===== src/rtl/mult_div_unit.sv =====
// Iterative signed 32x32 multiply (radix-2 Booth) and divide (restoring).
// One step per clock, 32 steps per operation, result on hi/lo.
module mult_div_unit (
    input  logic        clock,
    input  logic        reset,
    input  logic        start_mult,
    input  logic        start_div,
    input  logic [31:0] a_in,
    input  logic [31:0] b_in,
    output logic        busy,
    output logic        done,
    output logic        div_zero,
    output logic [31:0] hi,
    output logic [31:0] lo
);

    typedef enum logic [1:0] {IDLE, MULT, DIV, FIN} state_t;

    state_t      state;
    state_t      state_next;
    logic [4:0]  cnt;
    logic [64:0] acc;
    logic [31:0] m;
    logic        neg_q;
    logic        neg_r;
    logic        dz;

    logic        last;
    logic [31:0] a_mag;
    logic [31:0] b_mag;
    logic [32:0] a_ext;
    logic [32:0] m_ext;
    logic [32:0] booth_sum;
    logic [64:0] mul_next;
    logic [32:0] shifted;
    logic [32:0] diff;
    logic        ge;
    logic [31:0] rem_n;
    logic [31:0] quot_n;
    logic [31:0] rem_s;
    logic [31:0] quot_s;

    assign last     = (cnt == 5'd31);
    assign busy     = (state == MULT) || (state == DIV);
    assign done     = (state == FIN);
    assign div_zero = (state == FIN) && dz;

    always_ff @(posedge clock or negedge reset) begin
        if (!reset) state <= IDLE;
        else        state <= state_next;
    end

    always_comb begin
        state_next = state;
        unique case (state)
            IDLE: begin
                if (start_mult)
                    state_next = MULT;
                else if (start_div)
                    state_next = (b_in == 32'd0) ? FIN : DIV;
            end
            MULT, DIV: if (last) state_next = FIN;
            FIN:       state_next = IDLE;
            default:   state_next = IDLE;
        endcase
    end

    always_comb begin
        a_mag = a_in[31] ? (~a_in + 32'd1) : a_in;
        b_mag = b_in[31] ? (~b_in + 32'd1) : b_in;
        // 33-bit sum keeps the Booth add exact for m = 0x80000000
        a_ext = {acc[64], acc[64:33]};
        m_ext = {m[31], m};
        booth_sum = a_ext;
        unique case (acc[1:0])
            2'b01:   booth_sum = a_ext + m_ext;
            2'b10:   booth_sum = a_ext - m_ext;
            default: booth_sum = a_ext;
        endcase
        mul_next = {booth_sum, acc[32:1]};
        // divide: acc[63:32] partial remainder, acc[31:0] dividend/quotient
        shifted = {acc[63:32], acc[31]};
        diff    = shifted - {1'b0, m};
        ge      = !diff[32];
        rem_n   = ge ? diff[31:0] : shifted[31:0];
        quot_n  = {acc[30:0], ge};
        rem_s   = neg_r ? (~rem_n + 32'd1) : rem_n;
        quot_s  = neg_q ? (~quot_n + 32'd1) : quot_n;
    end

    always_ff @(posedge clock or negedge reset) begin
        if (!reset) begin
            cnt   <= 5'd0;
            acc   <= 65'd0;
            m     <= 32'd0;
            neg_q <= 1'b0;
            neg_r <= 1'b0;
            dz    <= 1'b0;
            hi    <= 32'd0;
            lo    <= 32'd0;
        end else begin
            unique case (state)
                IDLE: begin
                    if (start_mult) begin
                        acc <= {32'd0, b_in, 1'b0};
                        m   <= a_in;
                        cnt <= 5'd0;
                        dz  <= 1'b0;
                    end else if (start_div) begin
                        if (b_in != 32'd0) begin
                            acc   <= {33'd0, a_mag};
                            m     <= b_mag;
                            neg_q <= a_in[31] ^ b_in[31];
                            neg_r <= a_in[31];
                            cnt   <= 5'd0;
                            dz    <= 1'b0;
                        end else begin
                            dz <= 1'b1;
                        end
                    end
                end
                MULT: begin
                    acc <= mul_next;
                    if (last) begin
                        hi <= mul_next[64:33];
                        lo <= mul_next[32:1];
                    end else begin
                        cnt <= cnt + 5'd1;
                    end
                end
                DIV: begin
                    acc <= {1'b0, rem_n, quot_n};
                    if (last) begin
                        hi <= rem_s;
                        lo <= quot_s;
                    end else begin
                        cnt <= cnt + 5'd1;
                    end
                end
                default: ;
            endcase
        end
    end

endmodule


===== config.mk =====
export PLATFORM = sky130hd
export DESIGN_NAME = mult_div_unit
export DESIGN_NICKNAME = d
export VERILOG_FILES = /design/src/rtl/mult_div_unit.sv
export SDC_FILE = /design/constraint.sdc
export NUM_CORES = 1
export LEC_CHECK = 0
export ABC_AREA = 1
export CAP_MARGIN = 5
export CORE_AREA = 2 2 197 199
export CTS_CLUSTER_DIAMETER = 120
export DETAILED_ROUTE_END_ITERATION = 7
export DIE_AREA = 0 0 199 201
export GPL_ROUTABILITY_DRIVEN = 0
export GPL_TIMING_DRIVEN = 0
export PLACE_DENSITY = 0.66
export SETUP_SLACK_MARGIN = 0.02
export SLEW_MARGIN = 40
export SYNTH_ARGS = -nofsm -noshare
export SYNTH_HDL_FRONTEND = slang
export SYNTH_SLANG_ARGS = --single-unit

===== constraint.sdc =====
create_clock -name clock -period 5.45 [get_ports clock]
set_clock_uncertainty 0.05 [all_clocks]
set_input_delay 1.09 -clock clock [delete_from_list [all_inputs] [get_ports clock]]
set_output_delay 1.09 -clock clock [all_outputs]
set_load 0.005 [all_outputs]

# Word level (Yosys, flattened, before mapping)
# Cells that the tools add are included.
[totals]
out_inout_bits = 67
regBits = 171
inputBits = 68
word_cells = 86
[op_classes]
n_eq_ne = 12
reduce_logical = 19
n_addsub = 8
n_bitwise = 6
muxes = 32
[op_table]
columns = ["operator", "count"]
rows = [
  ["$mux 32", 12],
  ["$mux 65", 3],
  ["$pmux 65 s3", 1],
  ["$add 32x1->32 const B", 4],
  ["$not 32->32", 4],
  ["$pmux 32 s2", 2],
  ["$pmux 33 s2", 1],
  ["$add 32x32->33", 1],
  ["$sub 32x32->33", 1],
  ["$sub 33x32->33", 1],
  ["$logic_not 32->1", 1],
  ["$reduce_bool 32->1", 1],
  ["$mux 5", 4],
  ["$pmux 5 s2", 1],
  ["$reduce_and 3->1", 3],
  ["$reduce_and 4->1", 2],
  ["$reduce_bool 2->1", 4],
  ["$eq 2x2->1 const B", 3],
  ["$mux 2", 3],
  ["$ne 2x2->1 const B", 3],
  ["$ne 3x3->1 const B", 2],
  ["$pmux 2 s3", 1],
  ["$add 5x1->5 const B", 1],
  ["$eq 5x5->1 const B", 1],
  ["12 further kinds", 17],
]

# Logic depth before layout (Yosys ltp)
[logic_depth]
depth_word = 7
depth_mapped = 30

# Least setup slack after synthesis
# Ideal clock, no wire load.
[synth_timing]
path_type = "register -> register"
start = "register acc[31]"
end = "register lo[30]"
n_path_buf = 2
path_stages_with_launch = 30
t_required_ps = 5276
setup_ps = 124
slack_ps = 1431
arrival_ps = 3845
path_cell_list = "dfrtp_1 inv_1 ha_1 fa_1 inv_1 nand2_1 nand2_1 nand3_1 nand2_2 nand2_2 nand2_2 nand2_2 nand2_4 nand2_2 nand2_4 buf_8 buf_6 ha_1 nand3_1 nor3_1 nand3_1 nor3_2 nand3_1 o21a_1 a21oi_1 o21ai_0 o21ai_1 o211ai_1 o211ai_1 nand2_1"
[synth_via]
elab_chain_cells = 7
[synth_rtl]
columns = ["element", "line", "rtl"]
rows = [
  ["start: declaration", "22", "logic [64:0] acc;"],
  ["start signal: assignment", "105", "acc <= {32'd0, b_in, 1'b0};"],
  ["start signal: assignment", "111", "acc <= {33'd0, a_mag};"],
  ["start signal: assignment", "123", "acc <= mul_next;"],
  ["$sub 33x32->33", "83", "diff = shifted - {1'b0, m};"],
  ["$logic_not 1->1", "84", "ge = !diff[32];"],
  ["$not 32->32", "88", "quot_s = neg_q ? (~quot_n + 32'd1) : quot_n;"],
  ["$add 32x1->32", "88", ""],
  ["$mux 32", "88", ""],
  ["$mux 32", "133", "if (last) begin"],
  ["$pmux 32 s2", "102", "unique case (state)"],
  ["end signal: assignment", "126", "lo <= mul_next[32:1];"],
  ["end signal: assignment", "135", "lo <= quot_s;"],
  ["end: declaration", "14", "output logic [31:0] lo"],
]
# Every way passes these cells. The select of a mux whose other input is x is not followed.
# A chain may end at the register's enable or synchronous reset.

# Final worst setup path
[layout_timing]
start = "register acc[0]"
end = "register hi[19]"
[layout_via]
elab_chain_cells = 4
word_cells_on_any_way = 5
[layout_rtl]
columns = ["element", "line", "rtl"]
rows = [
  ["$eq 2x2->1 / $eq 2x1->1 (equally long branches)", "75", "unique case (acc[1:0])"],
  ["$pmux 33 s2 (*)", "75", ""],
  ["$mux 32 (*)", "124", "if (last) begin"],
  ["$pmux 32 s2 (*)", "102", ""],
  ["end signal: assignment", "125", "hi <= mul_next[64:33];"],
  ["end signal: assignment", "134", "hi <= rem_s;"],
  ["end: declaration", "13", "output logic [31:0] hi,"],
]
# Every way passes the cells marked *; elsewhere a longest branch is shown, timed or not. The select of a mux whose other input is x is not followed.

==> results.sh <==
export IMPL_required_ns=5.76
export IMPL_antenna_found_initial=1
export IMPL_grt_usage=0.367
export IMPL_startpoint_type="flop"
export IMPL_via_count=20900
export IMPL_first_global_vias=19700
export IMPL_cts_sinks=171
export IMPL_outcome="finished clean"
export IMPL_dieArea_um2=40000
export IMPL_drt_iter0_drc=2629
export IMPL_synthesis_nets=3012
export IMPL_cts_hold_buf=0
export IMPL_yosysSeqAreaShare=0.242
export IMPL_fp_dieH_um=201
export IMPL_viasPerCell=5.90
export IMPL_synth_seq_cells=171
export IMPL_nets=3165
export IMPL_finalSetupTns_ns=0
export IMPL_netlist_top_cells_area="dfrtp_1, nand2_1, inv_1"
export IMPL_wl_um=73200
export IMPL_ys_warn_count=0
export IMPL_slew_headroom=0.428
export IMPL_fp_dieW_um=199
export IMPL_yosysTopAreaCellShare=0.242
export IMPL_io_pins=135
export IMPL_endpoint_kind="flop"
export IMPL_placement_rows=72
export IMPL_tightest_slew_ns=0.859
export IMPL_diodes=0
export IMPL_synth_area_um2=17700
export IMPL_post_drt_wl_per_cell_um=20.6
export IMPL_path_clk_slew_ns=0.08
export IMPL_avgSynthCellArea_um2=6.16
export IMPL_synth_cell_type_count=58
export IMPL_hold_path_class="reg -> reg"
export IMPL_cts_root_buf="clkbuf_16"
export IMPL_final_min_clock_period_ns=5.15
export IMPL_clock_latency_ns=0.47
export IMPL_crit_fanout=10
export IMPL_drive_gt1_frac=0.0449
export IMPL_hold_violations=0
export IMPL_core_um2=38100
export IMPL_max_freq_ghz=0.194
export IMPL_cts_made_buffers=17
export IMPL_place_hpwl_um=59500
export IMPL_grt_pass1_wl_um=111000
export IMPL_setup_slack_ns=0.305
export IMPL_slew_viol_final=0
export IMPL_io_buffers=132
export IMPL_dr_pass1_iters=7
export IMPL_drc=0
export IMPL_cts_tree="yes"
export IMPL_crit_type="reg -> reg"
export IMPL_dp_worst_setup_slack_ns=0.377
export IMPL_initial_core_util=0.463
export IMPL_synth_largest_area_cell="dfrtp_1"
export IMPL_max_cap_violations=0
export IMPL_htreeDepth=4
export IMPL_grt_max_degree=62
export IMPL_synthToLayoutAreaGrowth_pct=15.1
export IMPL_synth_ff_type="dfrtp_1"
export IMPL_setup_viol=0
export IMPL_cts_buffer_depth=2
export IMPL_ant_nets=0
export IMPL_async_flop_share=1.00
export IMPL_synth_edf_count=0
export IMPL_arrival_ns=5.46
export IMPL_netlist_instances=2864
export IMPL_rsz0062_at_grt="false"
export IMPL_overflow=0
export IMPL_post_route_period_util=0.944
-- layout make-up --
class / instances / area [um2]
flip-flops and latches: 171 / 4280
well taps: 518 / 648
clock inverters: 14 / 153
inverters: 388 / 1460
clock buffers: 18 / 439
multi-input cells: 2202 / 11500
plain buffers: 103 / 457
repair buffers: 134 / 1380
fillers: 3957 / 17800
-- worst paths after layout --
check | end | cells past startpoint | slack [ns] | startpoint
worst min register to register | hi[28]$_DFFE_PN0P_ | 2 | 0.43 | hi[28]$_DFFE_PN0P_
min in group asynchronous | acc[64]$_DFFE_PN0P_ | 1 | 0.48 | reset
worst max register to register | hi[19]$_DFFE_PN0P_ | 20 | 0.30 | acc[0]$_DFFE_PN0P_
worst max-delay path | hi[19]$_DFFE_PN0P_ | 20 | 0.30 | acc[0]$_DFFE_PN0P_
worst min-delay path | hi[28]$_DFFE_PN0P_ | 2 | 0.43 | hi[28]$_DFFE_PN0P_
max in group asynchronous | m[14]$_DFFE_PN0P_ | 2 | 4.16 | reset
-- cell usage in the layout, fill, tap and decap left out, types with 6 or more instances in the layout --
| cell type | netlist | routed |
|---|---|---|
| or2_2 | 10 | 10 |
| a21o_1 | 8 | 8 |
| clkbuf_1 | 76 | 76 |
| o31ai_1 | 7 | 7 |
| nand2_2 | 27 | 27 |
| clkbuf_16 | 0 | 17 |
| nor2_2 | 9 | 11 |
| nand3_1 | 152 | 152 |
| o221ai_1 | 29 | 29 |
| buf_2 | 8 | 8 |
| inv_2 | 11 | 11 |
| xor2_1 | 86 | 84 |
| o22ai_1 | 15 | 15 |
| a32oi_1 | 6 | 6 |
| nor4_1 | 16 | 16 |
| o21bai_1 | 10 | 10 |
| nand3b_1 | 14 | 14 |
| a221oi_1 | 6 | 6 |
| clkdlybuf4s50_1 | 0 | 131 |
| o211ai_1 | 64 | 64 |
| buf_1 | 12 | 12 |
| a22oi_1 | 12 | 12 |
| nand2_1 | 877 | 877 |
| ha_1 | 78 | 78 |
| o21ai_0 | 215 | 213 |
| nor2_1 | 247 | 245 |
| a31oi_1 | 13 | 13 |
| nor3_1 | 47 | 44 |
| a21oi_1 | 127 | 125 |
| dfrtp_1 | 171 | 171 |
| o21ai_1 | 11 | 13 |
| xnor2_1 | 26 | 26 |
| inv_1 | 372 | 372 |
| nand4_1 | 38 | 38 |
-- state kept, by name, summed over array words and instances (netlist names) --
register,cells
lo,32
dz,1
neg_r,1
neg_q,1
acc,65
hi,32
m,32
cnt,5
state,2
-- synth_stat cells (4+ instances only) --
cell,count
nand2_1,877
inv_1,372
nor2_1,247
o21ai_0,215
dfrtp_1,171
nand3_1,152
a21oi_1,127
xor2_1,86
ha_1,78
clkbuf_1,76
o211ai_1,64
nor3_1,47
nand4_1,38
o221ai_1,29
nand2_2,27
xnor2_1,26
nor4_1,16
o22ai_1,15
nand3b_1,14
a31oi_1,13
a22oi_1,12
buf_1,12
inv_2,11
o21ai_1,11
o21bai_1,10
or2_2,10
nor2_2,9
a21o_1,8
buf_2,8
o31ai_1,7
a221oi_1,6
a32oi_1,6
clkinv_1,5
nand2_4,5
nand3_2,5
o311ai_0,5
nor2_4,4
o2111ai_1,4
o21a_1,4
-- worst max-delay path, stage by stage (launching register included) --
cell      delay, ns
dfrtp_1        0.37
inv_1          0.16
ha_1           0.21
clkbuf_1       0.30
clkbuf_1       0.45
o21ai_0        0.29
fa_1           0.49
inv_1          0.07
nand3_1        0.07
nand2_1        0.12
a21oi_1        0.13
o21bai_1       0.26
a21boi_1       0.22
o21ai_0        0.59
nand2_1        0.20
nand2_1        0.18
xnor2_1        0.15
o21ai_0        0.23
or2_2          0.35
nand3_1        0.09
nand2_1        0.05
-- metrics by stage --
| stage | hold WS [ns] | instances | cell area, um2 | utilization |
|---|---|---|---|---|
| after floorplan | 0.409 | 2864 | 17700 | - |
| after global placement | 0.412 | 3514 | 19600 | 0.515 |
| after detailed placement | 0.415 | 3516 | 19700 | 0.517 |
| after CTS | 0.435 | 3548 | 20300 | 0.532 |
| after global routing | 0.451 | 3548 | 20300 | 0.533 |
| final | 0.430 | 3548 | 20300 | 0.533 |
-- logic make-up (layout without fill, tap and decap cells) --
logic type                 count (synthesis)  after routing  synth area share
adders and majority gates                 80             80            0.0575
AOI/OAI and AO/OA                        552            552             0.188
buffers and inverters                    491            657             0.108
xor gates and xnor gates                 112            112            0.0556
DFF                                      171            171             0.242
and+or+nand+nor                         1458           1458             0.348
-- layer usage --
| metal | GRT usage | vias to the layer above | share of wire |
|---|---|---|---|
| met4 | 0.218 | 2 | 0.069 |
| met3 | 0.0617 | 294 | 0.097 |
| li1 | - | 9705 | - |
| met5 | 0 | - | 0.00025 |
| met2 | 0.576 | 1268 | 0.44 |
| met1 | 0.473 | 9655 | 0.39 |
-- what timing repair did --
action                                  in CTS  in global routing
resized for setup                            0                 11
buffers inserted                             0                  0
endpoints found under the setup margin       0                  9
Power is left out: the tool's default activity adds up to more than one toggle a clock period on the data nets, which glitch-free logic cannot reach.
